[config.mk]
export PLATFORM = sky130hd
export DESIGN_NAME = bus_dev_endpoint
export DESIGN_NICKNAME = d
export VERILOG_FILES = /design/src/rtl/bus_dev_endpoint.sv
export SDC_FILE = /design/constraint.sdc
export NUM_CORES = 1
export LEC_CHECK = 0
export ABC_AREA = 1
export CORE_MARGIN = 3
export CORE_UTILIZATION = 62
export CTS_CLUSTER_DIAMETER = 60
export CTS_CLUSTER_SIZE = 20
export DETAILED_ROUTE_END_ITERATION = 12
export PLACE_DENSITY_LB_ADDON = 0.2
export SLEW_MARGIN = 0
export SYNTH_ARGS = -nofsm -noshare
export SYNTH_HDL_FRONTEND = slang
export SYNTH_SLANG_ARGS = --single-unit
[constraint.sdc]
create_clock -name clk -period 4.3 [get_ports clk]
set_input_delay 0.43 -clock clk [delete_from_list [all_inputs] [get_ports clk]]
set_output_delay 0.43 -clock clk [all_outputs]
set_load 0.01 [all_outputs]
[src/rtl/bus_dev_endpoint.sv]
// Device-side bus endpoint: TX FIFO toward the bus (pndng/D_pop/pop),
// RX FIFO from the bus (push/D_push) with destination filtering and loss counters.
module bus_dev_endpoint #(
    parameter int unsigned pckg_sz   = 16,
    parameter int unsigned depth     = 8,
    parameter logic [7:0]  id        = 8'h00,
    parameter logic [7:0]  broadcast = 8'hFF
) (
    input  logic                         clk,
    input  logic                         reset,
    input  logic [pckg_sz-1:0]           tx_data,
    input  logic                         tx_valid,
    output logic                         tx_ready,
    output logic                         pndng,
    output logic [pckg_sz-1:0]           D_pop,
    input  logic                         pop,
    input  logic                         push,
    input  logic [pckg_sz-1:0]           D_push,
    output logic [pckg_sz-1:0]           rx_data,
    output logic                         rx_valid,
    input  logic                         rx_ready,
    output logic [$clog2(depth+1)-1:0]   tx_count,
    output logic [$clog2(depth+1)-1:0]   rx_count,
    output logic [7:0]                   drop_cnt,
    output logic [7:0]                   misroute_cnt
);

    localparam int unsigned PW = $clog2(depth);
    localparam int unsigned CW = $clog2(depth+1);
    localparam logic [CW-1:0] FULL = CW'(depth);

    logic [pckg_sz-1:0] tx_mem_q [depth];
    logic [pckg_sz-1:0] rx_mem_q [depth];

    logic [PW-1:0] tx_wp_q, tx_wp_d, tx_rp_q, tx_rp_d;
    logic [PW-1:0] rx_wp_q, rx_wp_d, rx_rp_q, rx_rp_d;
    logic [CW-1:0] tx_cnt_q, tx_cnt_d, rx_cnt_q, rx_cnt_d;
    logic [7:0]    drop_q, drop_d, mis_q, mis_d;

    logic       tx_wr, tx_rd, rx_wr, rx_rd;
    logic       hit, rx_drop, rx_mis;
    logic [7:0] dest;

    always_comb begin
        tx_ready = (tx_cnt_q < FULL);
        pndng    = (tx_cnt_q != '0);
        D_pop    = pndng ? tx_mem_q[tx_rp_q] : '0;
        rx_valid = (rx_cnt_q != '0);
        rx_data  = rx_valid ? rx_mem_q[rx_rp_q] : '0;
        tx_count = tx_cnt_q;
        rx_count = rx_cnt_q;
        drop_cnt = drop_q;
        misroute_cnt = mis_q;
    end

    always_comb begin
        tx_wr = tx_valid & tx_ready;
        tx_rd = pop & pndng;
        tx_wp_d = tx_wr ? tx_wp_q + PW'(1) : tx_wp_q;
        tx_rp_d = tx_rd ? tx_rp_q + PW'(1) : tx_rp_q;
        tx_cnt_d = tx_cnt_q;
        if (tx_wr && !tx_rd) begin
            tx_cnt_d = tx_cnt_q + CW'(1);
        end else if (!tx_wr && tx_rd) begin
            tx_cnt_d = tx_cnt_q - CW'(1);
        end
    end

    // A host read in the same cycle frees a slot for an incoming packet.
    always_comb begin
        dest    = D_push[pckg_sz-1 -: 8];
        hit     = (dest == id) || (dest == broadcast);
        rx_rd   = rx_ready & rx_valid;
        rx_wr   = push & hit & ((rx_cnt_q < FULL) | rx_rd);
        rx_drop = push & hit & ~rx_wr;
        rx_mis  = push & ~hit;
        rx_wp_d = rx_wr ? rx_wp_q + PW'(1) : rx_wp_q;
        rx_rp_d = rx_rd ? rx_rp_q + PW'(1) : rx_rp_q;
        rx_cnt_d = rx_cnt_q;
        if (rx_wr && !rx_rd) begin
            rx_cnt_d = rx_cnt_q + CW'(1);
        end else if (!rx_wr && rx_rd) begin
            rx_cnt_d = rx_cnt_q - CW'(1);
        end
        drop_d = (rx_drop && drop_q != 8'hFF) ? drop_q + 8'd1 : drop_q;
        mis_d  = (rx_mis && mis_q != 8'hFF) ? mis_q + 8'd1 : mis_q;
    end

    always_ff @(posedge clk) begin
        if (reset) begin
            tx_wp_q  <= '0;
            tx_rp_q  <= '0;
            tx_cnt_q <= '0;
            rx_wp_q  <= '0;
            rx_rp_q  <= '0;
            rx_cnt_q <= '0;
            drop_q   <= '0;
            mis_q    <= '0;
        end else begin
            tx_wp_q  <= tx_wp_d;
            tx_rp_q  <= tx_rp_d;
            tx_cnt_q <= tx_cnt_d;
            rx_wp_q  <= rx_wp_d;
            rx_rp_q  <= rx_rp_d;
            rx_cnt_q <= rx_cnt_d;
            drop_q   <= drop_d;
            mis_q    <= mis_d;
        end
    end

    // Storage is not reset; reads are masked by the occupancy counts.
    always_ff @(posedge clk) begin
        if (!reset && tx_wr) begin
            tx_mem_q[tx_wp_q] <= tx_data;
        end
        if (!reset && rx_wr) begin
            rx_mem_q[rx_wp_q] <= D_push;
        end
    end

endmodule

# Yosys cells after proc, flatten, opt, wreduce, memory -nomap -nowiden
# Memories as Yosys holds them, arrays and structs flattened. A register that Yosys moved wholly into a read port is not among the register bits.
# Index checks and enable logic that the tools add are counted.
# totals
regBits,36
wordCells,68
in_bits,38
memories,2
ramBits,256
# classes
addsub,10
magnitude_cmp,2
bitwise_logic,10
n_reduce_logical,19
eq_ne,3
n_mux,14
# memory_table
name,depth,width,rd,rd_clocked_by_memory_dff,wr,line_no,text
rx_mem_q,8,16,1,1,1,33,logic [pckg_sz-1:0] rx_mem_q [depth];
tx_mem_q,8,16,1,1,1,32,logic [pckg_sz-1:0] tx_mem_q [depth];
# op_table
operator,count
16-bit 2-to-1 mux,2
"8-bit by 1-bit adder with 8-bit output, second input constant",2
4-bit 2-to-1 mux,4
"8-bit inequality test, second input constant",2
"3-bit by 1-bit adder with 3-bit output, second input constant",4
3-bit 2-to-1 mux,4
"4-bit by 1-bit adder with 4-bit output, second input constant",2
"8-bit equality test, second input constant",1
1-bit logical AND,8
8-bit zero test,1
"4-bit less-than comparator, second input constant",2
4-bit nonzero test,2
"4-bit by 1-bit subtractor with 4-bit output, second input constant",2
1-bit bitwise AND,7
1-bit zero test,5
1-bit 2-to-1 mux,4
2-bit nonzero test,2
1-bit NOT,2
1-bit logical OR,1
1-bit OR,1

# Longest topological paths before layout
# depth
depth_word,8
depth_mapped,17

# Worst setup path after synthesis
# No wires, ideal clock.
# synth_timing
path_kind,register -> register
startpoint,register tx_cnt_q[3] (netlist: tx_count[3])
endpoint,memory tx_mem_q[0][0] (enable)
period_less_slack_ns,2.869
setup_ns,0.430
path_buffers,0
required_time_ns,3.870
path_stages_with_launch,6
arrival_time_ns,2.439
setup_slack_ns,1.431
path_cell_list,dfxtp_1 inv_1 nand2_1 inv_1 nand2_1 nor4_1
# synth_via
elab_chain_cells,5
# synth_rtl
element,line_no,text
"start, declared",37,"logic [CW-1:0] tx_cnt_q, tx_cnt_d, rx_cnt_q, rx_cnt_d;"
"start signal, assigned",102,tx_cnt_q <= tx_cnt_d;
4-bit less-than comparator,45,tx_ready = (tx_cnt_q < FULL);
via tx_ready,13,"output logic tx_ready,"
1-bit bitwise AND,57,tx_wr = tx_valid & tx_ready;
via tx_wr,40,"logic tx_wr, tx_rd, rx_wr, rx_rd;"
1-bit logical AND,113,if (!reset && tx_wr) begin
1-bit 2-to-1 mux,113,
1-bit 2-to-1 mux (implied by the code),114,tx_mem_q[tx_wp_q] <= tx_data;
"end, declared",32,
# The timed path passes the listed nets, and every way through them passes these cells.

==> results.yml <==
sta:
  clock-skew-final_ns: 0.0165
  rsz0062_at_grt: "no"
  setup_viol: 0
  slew_viol_final: 0
  fmaxAchievable_ghz: 0.292
  period_share_pct: 79.6
  hold_viol: 0
  relSlewSlack_pct: 28.7
  fin_setup_tns_ns: 0
  hold_slack_ns: 0.481
  max_slew.worst_pin.slew_ns: 1.07
  fin_crit_ns: 3.42
hold_path:
  hp-class: "flip-flop to flip-flop"
clocking:
  cts-resized-gates: 0
  htreeDepth: 1
  clock_sinks: 298
  cts_hold_buf: 0
  clkLatencyLatePin_ns: 0.50
  tritoncts: "done"
  cts_buffers: 19
  clockRootBuffer: "clkbuf_16"
  path_clk_slew_ns: 0.07
  postCtsSetupRepairBufs: 0
  clockBufferDepth: 3
floorplan:
  coreArea_mm2: 0.0191
  die_width_um: 147
  die-area_mm2: 0.0215
  die_y_um: 147
  io_pins: 97
  num_rows: 50
  floorplan.initialDensity_pct: 64.2
drt:
  drt-total-wl_mm: 25.2
  first_pass_iters: 5
  antenna_left: 0
  vias: 8239
  drt_iter0_drc: 792
  wl_per_cell_um: 17.4
  drc: 0
  viasPerCell: 5.69
placed_design:
  place_area_mm2: 0.0135
  io_buffers: 96
  dp.cells: 1416
  globalplace.congestion: 0.794
  hpwlAfterDp_mm: 14.3
cells_and_area:
  layout.cell_area.non_filler_mm2: 0.0141
  drive_gt1_share_pct: 6.14
  nNetsFinal: 1229
  fin_cells: 1449
  fillerInstances: 1255
  n_antenna_cell: 0
  syn_to_final_growth_pct: 15.0
logic_synthesis:
  synth_edf_count: 256
  yosysSeqAreaShare_pct: 69.6
  synth-main-ff-cell: "edfxtp_1"
  postSynthCellCount: 1086
  synth-seq-cells: 298
  synth_area_mm2: 0.0123
  async_flop_share_pct: 0
  yosysUniqueCellTypes: 32
  syn_avg_cell_area_um2: 11.3
  synth_warnings: 0
  synthesis.nets: 1138
worst_setup_path:
  path_class: "flip-flop to output pin"
  worst_setup_path_end_kind: "output pin"
  cp_data_arrival_time_ns: 2.99
  startpoint_type: "flip-flop"
  cp_max_fo: 49
  crit_required_ns: 3.87
global_routing:
  antenna_found_initial: 0
  gr-usage-met1_pct: 34.0
  grt_max_degree: 65
  grtUsageMet3_pct: 2.73
  grt_use_met2_pct: 38.4
  grt_busiest_layer: "met2"
  overflow: 0
  grtUsageTotal_pct: 23.4
  grt_pass1_vias: 8025
  grt_first_pass_wirelength_mm: 40.8
pwr:
  total_power_uw: 7870
  peakVddDrop_v: 0.000517
  leakagePower_uw: 0.00480
  powerDensity_mw_per_mm2: 558
status:
  status: "completed"
flow_run:
  cap_violations: 0
through the flow:
step	utilization [%]	worst slack [ns]
2_1_floorplan	-	1.43
3_3_place_gp	71.0	1.15
3_5_place_dp	71.0	1.06
4_1_cts	73.8	0.919
5_1_grt	73.8	0.733
6_report	73.8	0.877
where the power goes:
| group | internal (µW) | total, µW | switching, µW |
|---|---|---|---|
| sequential | 3250 | 3360 | 111 |
| clock | 854 | 1730 | 877 |
| combinational | 1130 | 2780 | 1650 |
| total | 5230 | 7870 | 2640 |
registers in the layout, indices dropped and copies added (netlist names), named ones only:
| signal | cells |
|---|---|
| drop_cnt | 8 |
| misroute_cnt | 8 |
| rx_count | 4 |
| rx_mem_q | 128 |
| rx_rp_q | 3 |
| rx_wp_q | 3 |
| tx_count | 4 |
| tx_mem_q | 128 |
| tx_rp_q | 3 |
| tx_wp_q | 3 |
kinds of logic (layout without fill, tap and decap cells):
kind of cell | after synthesis | after routing | synth area share, %
compound gates | 266 | 266 | 11.3
buf+inv | 102 | 205 | 3.49
simple gates | 396 | 396 | 13.4
fa+ha+maj | 14 | 14 | 1.55
flops | 298 | 298 | 69.6
xor+xnor | 10 | 10 | 0.715
critical path, cell delays in order, from the launching register on:
cell and delay [ns]:
dfxtp_1 0.31, buf_4 0.44, inv_1 0.49, nor2_1 0.20, o21ai_0 0.10, a31oi_1 0.32
clkdlybuf4s50_1 0.61
cells in the mapped netlist, drive strengths merged (3+ instances only):
| library cell | instances | area share, % |
|---|---|---|
| xnor2 | 3 | 0.21 |
| a31oi | 32 | 1.6 |
| nand4 | 9 | 0.63 |
| edfxtp | 256 | 63 |
| dfxtp | 42 | 6.9 |
| nand2 | 71 | 2.4 |
| buf | 22 | 1.0 |
| nor2 | 284 | 8.7 |
| a21oi | 23 | 1.0 |
| nor4 | 8 | 0.41 |
| inv | 51 | 1.6 |
| o21ai | 209 | 8.5 |
| clkbuf | 27 | 0.83 |
| ha | 12 | 1.2 |
| nor3 | 4 | 0.16 |
| xor2 | 7 | 0.50 |
| nand3 | 20 | 1.0 |
cell usage in the layout, fill, tap and decap left out, types with 3 or more instances in the layout:
master,netlist,routed
ha_1,12,12
a31oi_1,32,32
nand2_4,3,3
nand2_2,4,4
a21oi_1,21,21
nor4_2,0,8
nor2_1,284,284
nand3_1,18,18
nand2_1,64,64
xor2_1,7,7
o21ai_0,197,197
xnor2_1,3,3
clkdlybuf4s50_1,0,96
nand4_1,7,7
dfxtp_1,42,40
inv_1,48,48
buf_4,6,23
o21ai_1,12,12
edfxtp_1,256,256
clkbuf_16,0,19
clkbuf_1,27,10
nor3_1,4,4
cell type report:
cell class,instances,area (µm²),area share [%]
clock buffers,30,527,3.74
clock inverters,3,22.5,0.160
inverters,53,203,1.44
multi-input cells,686,3350,23.8
flip-flops and latches,298,8530,60.5
well taps,260,325,2.31
repair buffers,119,1130,8.04
metal layers:
| layer | vias to the layer above | routed length, µm | part of all wire, % |
|---|---|---|---|
| met2 | 302 | 12200 | 48 |
| met3 | 36 | 1590 | 6.3 |
| met1 | 3901 | 11000 | 44 |
| li1 | 4000 | - | - |
| met5 | - | 0 | 0 |
| met4 | 0 | 425 | 1.7 |
worst paths after layout:
| path | slack [ns] | to | cells past startpoint | start |
|---|---|---|---|---|
| max reg2reg | 1.59 | rx_count[3] | 16 | rx_count[0] |
| min | 0.48 | flip-flop | 2 | rx_rp_q[2] |
| min reg2reg | 0.48 | flip-flop | 2 | rx_rp_q[2] |
| max | 0.88 | rx_data[10] | 6 | flip-flop |
(Power assumes the default switching activity.)
